## config.mk

```make
export PLATFORM = sky130hd
export DESIGN_NAME = id_stage
export DESIGN_NICKNAME = d
export VERILOG_FILES = /design/src/rtl/id_stage.sv
export SDC_FILE = /design/constraint.sdc
export NUM_CORES = 1
export LEC_CHECK = 0
export BUFFER_PORTS_ARGS = -buffer_cell sky130_fd_sc_hd__buf_2
export CORE_AREA = 2 2 132 134
export DETAILED_ROUTE_END_ITERATION = 8
export DIE_AREA = 0 0 134 136
export GPL_TIMING_DRIVEN = 0
export PLACE_DENSITY = 0.73
export SETUP_SLACK_MARGIN = 0.15
export SYNTH_ARGS = -nofsm -noshare
export SYNTH_HDL_FRONTEND = slang
export SYNTH_SLANG_ARGS = --single-unit
export TNS_END_PERCENT = 10
```

## constraint.sdc

```tcl
create_clock -name clk -period 3.47 [get_ports clk]
set_input_delay 0.1735 -clock clk [delete_from_list [all_inputs] [get_ports clk]]
set_output_delay 0.1735 -clock clk [all_outputs]
set_load 0.01 [all_outputs]
```

## src/rtl/id_stage.sv

```systemverilog
// Purpose: LoongArch32 decode stage that resolves operands through prioritised forwarding and registers results into ID/EX.
// Latency: one cycle from acceptance to valid_o. Regfile read ports and pause_id_o are combinational.
// Backpressure: ready_o drops on a load-use hazard, on flush, or while a full ID/EX register waits on ready_i.
module id_stage #(
    parameter int  FWD_NUM     = 2,
    parameter int  REG_ADDR_W  = 5,
    parameter int  DATA_W      = 32,
    localparam int ALUOpWidth  = 8,
    localparam int ALUSelWidth = 3
) (
    input  logic                          clk,
    input  logic                          rst,
    input  logic                          flush_i,
    input  logic                          valid_i,
    output logic                          ready_o,
    input  logic [31:0]                   pc_i,
    input  logic [31:0]                   inst_i,
    output logic [REG_ADDR_W-1:0]         reg1_read_addr_o,
    output logic [REG_ADDR_W-1:0]         reg2_read_addr_o,
    output logic                          reg1_read_en_o,
    output logic                          reg2_read_en_o,
    input  logic [DATA_W-1:0]             reg1_data_i,
    input  logic [DATA_W-1:0]             reg2_data_i,
    input  logic [FWD_NUM-1:0]            fwd_en_i,
    input  logic [FWD_NUM*REG_ADDR_W-1:0] fwd_addr_i,
    input  logic [FWD_NUM*DATA_W-1:0]     fwd_data_i,
    input  logic [FWD_NUM-1:0]            fwd_pending_i,
    output logic                          valid_o,
    input  logic                          ready_i,
    output logic [31:0]                   pc_o,
    output logic [ALUOpWidth-1:0]         aluop_o,
    output logic [ALUSelWidth-1:0]        alusel_o,
    output logic [DATA_W-1:0]             reg1_o,
    output logic [DATA_W-1:0]             reg2_o,
    output logic [REG_ADDR_W-1:0]         reg_write_addr_o,
    output logic                          reg_write_en_o,
    output logic                          inst_valid_o,
    output logic                          pause_id_o
);

    // ALU operation codes shared with EX
    localparam logic [ALUOpWidth-1:0] ALU_NOP       = 8'h00;
    localparam logic [ALUOpWidth-1:0] ALU_ADDW      = 8'h01;
    localparam logic [ALUOpWidth-1:0] ALU_SUBW      = 8'h02;
    localparam logic [ALUOpWidth-1:0] ALU_SLT       = 8'h03;
    localparam logic [ALUOpWidth-1:0] ALU_SLTU      = 8'h04;
    localparam logic [ALUOpWidth-1:0] ALU_NOR       = 8'h05;
    localparam logic [ALUOpWidth-1:0] ALU_AND       = 8'h06;
    localparam logic [ALUOpWidth-1:0] ALU_OR        = 8'h07;
    localparam logic [ALUOpWidth-1:0] ALU_XOR       = 8'h08;
    localparam logic [ALUOpWidth-1:0] ALU_SLLW      = 8'h09;
    localparam logic [ALUOpWidth-1:0] ALU_SRLW      = 8'h0A;
    localparam logic [ALUOpWidth-1:0] ALU_SRAW      = 8'h0B;
    localparam logic [ALUOpWidth-1:0] ALU_MULW      = 8'h0C;
    localparam logic [ALUOpWidth-1:0] ALU_MULHW     = 8'h0D;
    localparam logic [ALUOpWidth-1:0] ALU_MULHWU    = 8'h0E;
    localparam logic [ALUOpWidth-1:0] ALU_DIVW      = 8'h0F;
    localparam logic [ALUOpWidth-1:0] ALU_MODW      = 8'h10;
    localparam logic [ALUOpWidth-1:0] ALU_DIVWU     = 8'h11;
    localparam logic [ALUOpWidth-1:0] ALU_MODWU     = 8'h12;
    localparam logic [ALUOpWidth-1:0] ALU_SLLIW     = 8'h13;
    localparam logic [ALUOpWidth-1:0] ALU_SRLIW     = 8'h14;
    localparam logic [ALUOpWidth-1:0] ALU_SRAIW     = 8'h15;
    localparam logic [ALUOpWidth-1:0] ALU_SLTI      = 8'h16;
    localparam logic [ALUOpWidth-1:0] ALU_SLTUI     = 8'h17;
    localparam logic [ALUOpWidth-1:0] ALU_ADDIW     = 8'h18;
    localparam logic [ALUOpWidth-1:0] ALU_ANDI      = 8'h19;
    localparam logic [ALUOpWidth-1:0] ALU_ORI       = 8'h1A;
    localparam logic [ALUOpWidth-1:0] ALU_XORI      = 8'h1B;
    localparam logic [ALUOpWidth-1:0] ALU_LU12I     = 8'h1C;
    localparam logic [ALUOpWidth-1:0] ALU_PCADDU12I = 8'h1D;

    localparam logic [ALUSelWidth-1:0] ALU_SEL_NOP   = 3'd0;
    localparam logic [ALUSelWidth-1:0] ALU_SEL_LOGIC = 3'd1;
    localparam logic [ALUSelWidth-1:0] ALU_SEL_SHIFT = 3'd2;
    localparam logic [ALUSelWidth-1:0] ALU_SEL_ARITH = 3'd3;
    localparam logic [ALUSelWidth-1:0] ALU_SEL_MUL   = 3'd4;
    localparam logic [ALUSelWidth-1:0] ALU_SEL_DIV   = 3'd5;

    // Operand/immediate formats; the format alone decides which ports are read
    typedef enum logic [2:0] {
        FMT_NONE, FMT_3R, FMT_UI5, FMT_SI12, FMT_UI12, FMT_SI20
    } fmt_t;

    logic [REG_ADDR_W-1:0]  rj, rk, rd;
    fmt_t                   dec_fmt;
    logic [ALUOpWidth-1:0]  dec_op;
    logic [ALUSelWidth-1:0] dec_sel;
    logic                   dec_legal, dec_rd1, dec_rd2;
    logic [31:0]            dec_imm;
    logic [DATA_W-1:0]      op1_val, op2_val, op1_fin, op2_fin;
    logic                   op1_haz, op2_haz, hazard;

    assign rj = REG_ADDR_W'(inst_i[9:5]);
    assign rk = REG_ADDR_W'(inst_i[14:10]);
    assign rd = REG_ADDR_W'(inst_i[4:0]);

    // Opcode decode: pick ALU op, unit select and operand format
    always_comb begin
        dec_fmt = FMT_NONE;
        dec_op  = ALU_NOP;
        dec_sel = ALU_SEL_NOP;
        case (inst_i[31:22])
            10'h000: begin
                dec_fmt = FMT_3R;
                case (inst_i[21:15])
                    7'h20: begin dec_op = ALU_ADDW;   dec_sel = ALU_SEL_ARITH; end
                    7'h22: begin dec_op = ALU_SUBW;   dec_sel = ALU_SEL_ARITH; end
                    7'h24: begin dec_op = ALU_SLT;    dec_sel = ALU_SEL_ARITH; end
                    7'h25: begin dec_op = ALU_SLTU;   dec_sel = ALU_SEL_ARITH; end
                    7'h28: begin dec_op = ALU_NOR;    dec_sel = ALU_SEL_LOGIC; end
                    7'h29: begin dec_op = ALU_AND;    dec_sel = ALU_SEL_LOGIC; end
                    7'h2A: begin dec_op = ALU_OR;     dec_sel = ALU_SEL_LOGIC; end
                    7'h2B: begin dec_op = ALU_XOR;    dec_sel = ALU_SEL_LOGIC; end
                    7'h2E: begin dec_op = ALU_SLLW;   dec_sel = ALU_SEL_SHIFT; end
                    7'h2F: begin dec_op = ALU_SRLW;   dec_sel = ALU_SEL_SHIFT; end
                    7'h30: begin dec_op = ALU_SRAW;   dec_sel = ALU_SEL_SHIFT; end
                    7'h38: begin dec_op = ALU_MULW;   dec_sel = ALU_SEL_MUL;   end
                    7'h39: begin dec_op = ALU_MULHW;  dec_sel = ALU_SEL_MUL;   end
                    7'h3A: begin dec_op = ALU_MULHWU; dec_sel = ALU_SEL_MUL;   end
                    7'h40: begin dec_op = ALU_DIVW;   dec_sel = ALU_SEL_DIV;   end
                    7'h41: begin dec_op = ALU_MODW;   dec_sel = ALU_SEL_DIV;   end
                    7'h42: begin dec_op = ALU_DIVWU;  dec_sel = ALU_SEL_DIV;   end
                    7'h43: begin dec_op = ALU_MODWU;  dec_sel = ALU_SEL_DIV;   end
                    default: dec_fmt = FMT_NONE;
                endcase
            end
            10'h001: begin
                dec_fmt = FMT_UI5;
                dec_sel = ALU_SEL_SHIFT;
                case (inst_i[21:15])
                    7'h01:   dec_op = ALU_SLLIW;
                    7'h09:   dec_op = ALU_SRLIW;
                    7'h11:   dec_op = ALU_SRAIW;
                    default: begin dec_fmt = FMT_NONE; dec_sel = ALU_SEL_NOP; end
                endcase
            end
            10'h008: begin dec_fmt = FMT_SI12; dec_op = ALU_SLTI;  dec_sel = ALU_SEL_ARITH; end
            10'h009: begin dec_fmt = FMT_SI12; dec_op = ALU_SLTUI; dec_sel = ALU_SEL_ARITH; end
            10'h00A: begin dec_fmt = FMT_SI12; dec_op = ALU_ADDIW; dec_sel = ALU_SEL_ARITH; end
            10'h00D: begin dec_fmt = FMT_UI12; dec_op = ALU_ANDI;  dec_sel = ALU_SEL_LOGIC; end
            10'h00E: begin dec_fmt = FMT_UI12; dec_op = ALU_ORI;   dec_sel = ALU_SEL_LOGIC; end
            10'h00F: begin dec_fmt = FMT_UI12; dec_op = ALU_XORI;  dec_sel = ALU_SEL_LOGIC; end
            default: begin
                case (inst_i[31:25])
                    7'b0001010: begin dec_fmt = FMT_SI20; dec_op = ALU_LU12I;     dec_sel = ALU_SEL_ARITH; end
                    7'b0001110: begin dec_fmt = FMT_SI20; dec_op = ALU_PCADDU12I; dec_sel = ALU_SEL_ARITH; end
                    default:    dec_fmt = FMT_NONE;
                endcase
            end
        endcase
    end

    // Format to read enables and immediate
    always_comb begin
        dec_legal = (dec_fmt != FMT_NONE);
        dec_rd1   = (dec_fmt == FMT_3R) || (dec_fmt == FMT_UI5) ||
                    (dec_fmt == FMT_SI12) || (dec_fmt == FMT_UI12);
        dec_rd2   = (dec_fmt == FMT_3R);
        case (dec_fmt)
            FMT_UI5:  dec_imm = {27'b0, inst_i[14:10]};
            FMT_SI12: dec_imm = {{20{inst_i[21]}}, inst_i[21:10]};
            FMT_UI12: dec_imm = {20'b0, inst_i[21:10]};
            FMT_SI20: dec_imm = {inst_i[24:5], 12'b0};
            default:  dec_imm = 32'b0;
        endcase
    end

    assign reg1_read_addr_o = rj;
    assign reg2_read_addr_o = rk;
    assign reg1_read_en_o   = dec_rd1;
    assign reg2_read_en_o   = dec_rd2;

    // Forwarding: scan oldest to youngest so the lowest matching index wins
    always_comb begin
        op1_val = reg1_data_i;
        op2_val = reg2_data_i;
        op1_haz = 1'b0;
        op2_haz = 1'b0;
        for (int k = FWD_NUM - 1; k >= 0; k--) begin
            if (fwd_en_i[k] && fwd_addr_i[k*REG_ADDR_W +: REG_ADDR_W] == rj) begin
                op1_haz = fwd_pending_i[k];
                op1_val = fwd_pending_i[k] ? reg1_data_i : fwd_data_i[k*DATA_W +: DATA_W];
            end
            if (fwd_en_i[k] && fwd_addr_i[k*REG_ADDR_W +: REG_ADDR_W] == rk) begin
                op2_haz = fwd_pending_i[k];
                op2_val = fwd_pending_i[k] ? reg2_data_i : fwd_data_i[k*DATA_W +: DATA_W];
            end
        end
        // r0 is hard-wired to zero and never waits on a producer
        if (rj == '0) begin
            op1_val = '0;
            op1_haz = 1'b0;
        end
        if (rk == '0) begin
            op2_val = '0;
            op2_haz = 1'b0;
        end
    end

    // Final operand mux: PC for PCADDU12I, immediate replaces an unread rk
    always_comb begin
        if (dec_rd1)                      op1_fin = op1_val;
        else if (dec_op == ALU_PCADDU12I) op1_fin = DATA_W'(pc_i);
        else                              op1_fin = '0;
        op2_fin = dec_rd2 ? op2_val : DATA_W'(dec_imm);
    end

    assign hazard     = valid_i & ((dec_rd1 & op1_haz) | (dec_rd2 & op2_haz));
    assign pause_id_o = hazard;
    assign ready_o    = !rst && (!valid_o || ready_i) && !hazard && !flush_i;

    // ID/EX register: flush beats accept, accept beats bubble, otherwise hold
    always_ff @(posedge clk) begin
        if (rst) begin
            valid_o          <= 1'b0;
            pc_o             <= '0;
            aluop_o          <= ALU_NOP;
            alusel_o         <= ALU_SEL_NOP;
            reg1_o           <= '0;
            reg2_o           <= '0;
            reg_write_addr_o <= '0;
            reg_write_en_o   <= 1'b0;
            inst_valid_o     <= 1'b0;
        end else if (flush_i) begin
            valid_o <= 1'b0;
        end else if (ready_o && valid_i) begin
            valid_o          <= 1'b1;
            pc_o             <= pc_i;
            aluop_o          <= dec_op;
            alusel_o         <= dec_sel;
            reg1_o           <= op1_fin;
            reg2_o           <= op2_fin;
            reg_write_addr_o <= dec_legal ? rd : '0;
            reg_write_en_o   <= dec_legal && (rd != '0);
            inst_valid_o     <= dec_legal;
        end else if (ready_i) begin
            valid_o <= 1'b0;
        end
    end

endmodule
```

==> summary.md <==
| Metric | Value |
|---|---|
| Num CTS Buffers | 9 |
| Number of antenna violations at the first check in global routing | 1 |
| Total GRT Usage | between 30% and 40% |
| Synth async-reset ratio | 0% |
| Vias | 8884 |
| Cell row count | 48 |
| Grt ovf | 0 |
| Hold Crit Depth | 3 |
| Vias in the first global route | 8130 |
| Routability congestion estimate | 0.982 |
| Root Driver | clkbuf_16 |
| Synth warn | 0 |
| Synthesis-stage register bit count | between 100 and 150 |
| Worst Reg2Reg Path Length in Cells | 8 |
| Avg Inst Size Synth | 7.67 um2 |
| Non-filler instance count after layout | around 1500 |
| Synth Instances | 894 |
| Drc violations | 0 |
| Die H | 136 um |
| Hold Crit Class | input port to register |
| Critical R2R Capture | reg2_o[29]$_SDFFE_PP0P_ |
| Pwr dens | 333 nW/um2 |
| Die Area | approximately 18000 um2 |
| Clk_lat worst skew | 360 ps |
| DP HPWL | 25.4 mm |
| Fin Setup TNS | 0 ps |
| Post-route clock period utilization | 93.7% |
| Post-synthesis xor/xnor area fraction | under 10% |
| Total wire length | between 30 and 40 mm |
| Ant. Diodes | 0 |
| Post-synthesis sequential area ratio | 32.7% |
| CTS tree | yes |
| Cell taking the most area after synthesis | dfxtp_1 |
| H-tree depth | 3 |
| Largest family of logic cells by synthesized area | compound AO/OA/AOI/OAI gates |
| MaxCap Viol Count | 0 |
| Ys flop type | dfxtp_1 |
| Worst path required time | 3300 ps |
| First drt pass iteration count | 5 |
| Vias/cell | around 6.0 |
| Tot Pwr | 0.00304 W |
| Slew @ Worst Pin | about 840 ps |
| Final Max Tran Viols | 0 |
| Synth top area cells | dfxtp_1 (33%), a21oi_1 (9.0%), a311oi_1 (8.4%) |
| Leading cell types in the layout, fill and taps excluded | buf_2 (337), a21oi_1 (124), dfxtp_1 (112) |
| Reg2Reg Launch Point | valid_o$_SDFFE_PP0P_ |
| CP Max Fanout | 8 |
| Util after Layout | 54.1% |
| CP startpoint kind | input port |
| Core box area | 16900 um2 |
| Leakage power | 3.51 nW |
| CTS sink cnt | ~110 |
| WHS Endpoint | reg_write_addr_o[1]$_SDFFE_PP0P_ |
| Reg2reg setup slack | 720 ps |
| Mux contribution to synthesized area | less than 1% |
| Post-route ant nets | 0 |
| IO Port Bufs | between 300 and 400 |
| Crit path capture type | output pin |
| Crit Path Category | input port to output pin |
| Drt initial violations | 836 |
| Starting Density | 40.7% |
| Final worst slack | 217 ps |
| CP arrival | between 3000 and 4000 ps |
| Largest net degree at the start of global routing | 20 |
| Status | completed |
| DP Cell Count | about 1500 |
| Setup skew after layout | 12.2 ps |
| Number of synthesized flops with an enable pin | 0 |
| Yosys top cell area share | between 30 and 40% |
| Max VDD drop | 0.212 mV |
| Share of layout cells above drive strength 1 | 31.7% |
| Routed len/inst | 21.6 um |
| Area Overhead vs Synth | 33.1% |
| Synth Area in Adders | 0% |
| Die width | around 130 um |
| Post-synthesis simple-gate area fraction | a little under a fifth |
| First-pass GRT wire length | 46.6 mm |
| Pre-CTS WS | -278 ps |
| Endpoints failing setup | 0 |
| Slew HR | 43.4% |
| HP Start | inst_i[1] |
| RSZ-0062 raised after global routing | true |
| Tmin final | 3250 ps |
| Clk buf depth | 2 |
| Most common cell after layout, fill and taps aside | buf_2 |
| Maximum clock rate | 307 MHz |
| Post-layout net count | between 1000 and 1500 |
| Num ports | 340 |
| Clock slew at reported path FFs | 80 ps |
| Syn Std Cell Area | 6860 um2 |
| Synth Area in Compound Gates | 37.4% |
| Number of library cell types mapped by synthesis | 63 |
| Final hold violation count | 0 |
## critical path, stage by stage
cell and delay [ps]:
buf_2 100, or3_4 410, or4_4 480, or3_4 430
or2_1 240, buf_2 180, a211oi_4 600, o21a_1 280
nor2b_1 60, buf_2 130
## cells in the mapped netlist, types with 8 or more instances
cell type / number
a21oi_1: 124
buf_4: 13
nand2_1: 83
clkbuf_1: 81
nor2_1: 47
dfxtp_1: 112
nand4_1: 8
nor3_1: 11
xnor2_1: 16
o211ai_1: 35
a211oi_1: 8
o22ai_1: 33
a311oi_1: 66
nand3_1: 39
o22a_1: 37
or3_1: 32
o21ai_0: 40
## kinds of logic after synthesis
family                    Yosys count
buffers and inverters             118
AOI/OAI and AO/OA                 380
DFF                               112
and+or+nand+nor                   257
muxes                               4
xor gates and xnor gates           22
other                               1
## flip-flops by register name, summed over array words and instances, names as in the netlist
| signal | flops |
|---|---|
| pc_o | 32 |
| reg1_o | 32 |
| reg2_o | 32 |
| aluop_o | 5 |
| reg_write_addr_o | 5 |
| alusel_o | 3 |
| inst_valid_o | 1 |
| reg_write_en_o | 1 |
| valid_o | 1 |
## final cells by class
type | instances | area (um2)
clock inverter | 6 | 76.3
timing repair buffer | 332 | 1670
fill | 1675 | 7740
inverter | 5 | 18.8
sequential | 112 | 2240
tap | 225 | 282
buffer | 113 | 531
multi-input combinational | 666 | 4090
clock buffer | 10 | 229
## stage by stage
step / instance area [um2] / hold WS [ps]
CTS: 9130 / 65.4
global route: 9130 / 67.1
floorplan: 6870 / 246
detailed placement: 8810 / 358
finish: 9130 / 71.2
global placement: 8810 / 353
## repair_timing
item                                    CTS  global route
hold buffers                              1             0
hold endpoints to repair                  1             0
gates resized for setup                   1             2
pin swaps                                 0             0
endpoints found under the setup margin    8            19
buffers inserted                          0             0
## power breakdown
part / leakage, nW / internal [W] / switching, W / total, W
registers: 0.913 / 0.00134 / 0.0000283 / 0.00136
logic: 2.45 / 0.000249 / 0.000343 / 0.000592
clock network: 0.143 / 0.000573 / 0.000514 / 0.00109
## how the worst max path moves through the flow
| stage | startpoint | end | slack [ps] | cells past startpoint |
|---|---|---|---|---|
| floorplan | inst_i[30] | reg2_o[17]$_SDFFE_PP0P_ | 690 | 10 |
| global placement | inst_i[30] | reg1_o[22]$_SDFFE_PP0P_ | -260 | 8 |
| detailed placement | inst_i[30] | reg1_o[24]$_SDFFE_PP0P_ | -280 | 8 |
| CTS | inst_i[30] | ready_o | 270 | 10 |
| global route | inst_i[30] | ready_o | 140 | 10 |
| finish | inst_i[30] | ready_o | 220 | 10 |
## per-layer routing
layer	track usage [%]	vias to the layer above	routed length [um]
met2	55.7	561	14900
met3	7.05	73	3200
met1	43.0	4150	12600
met4	10.8	2	1020
met5	0	-	11
li1	-	4098	-
No activity file was read; power rests on OpenSTA's default activity.
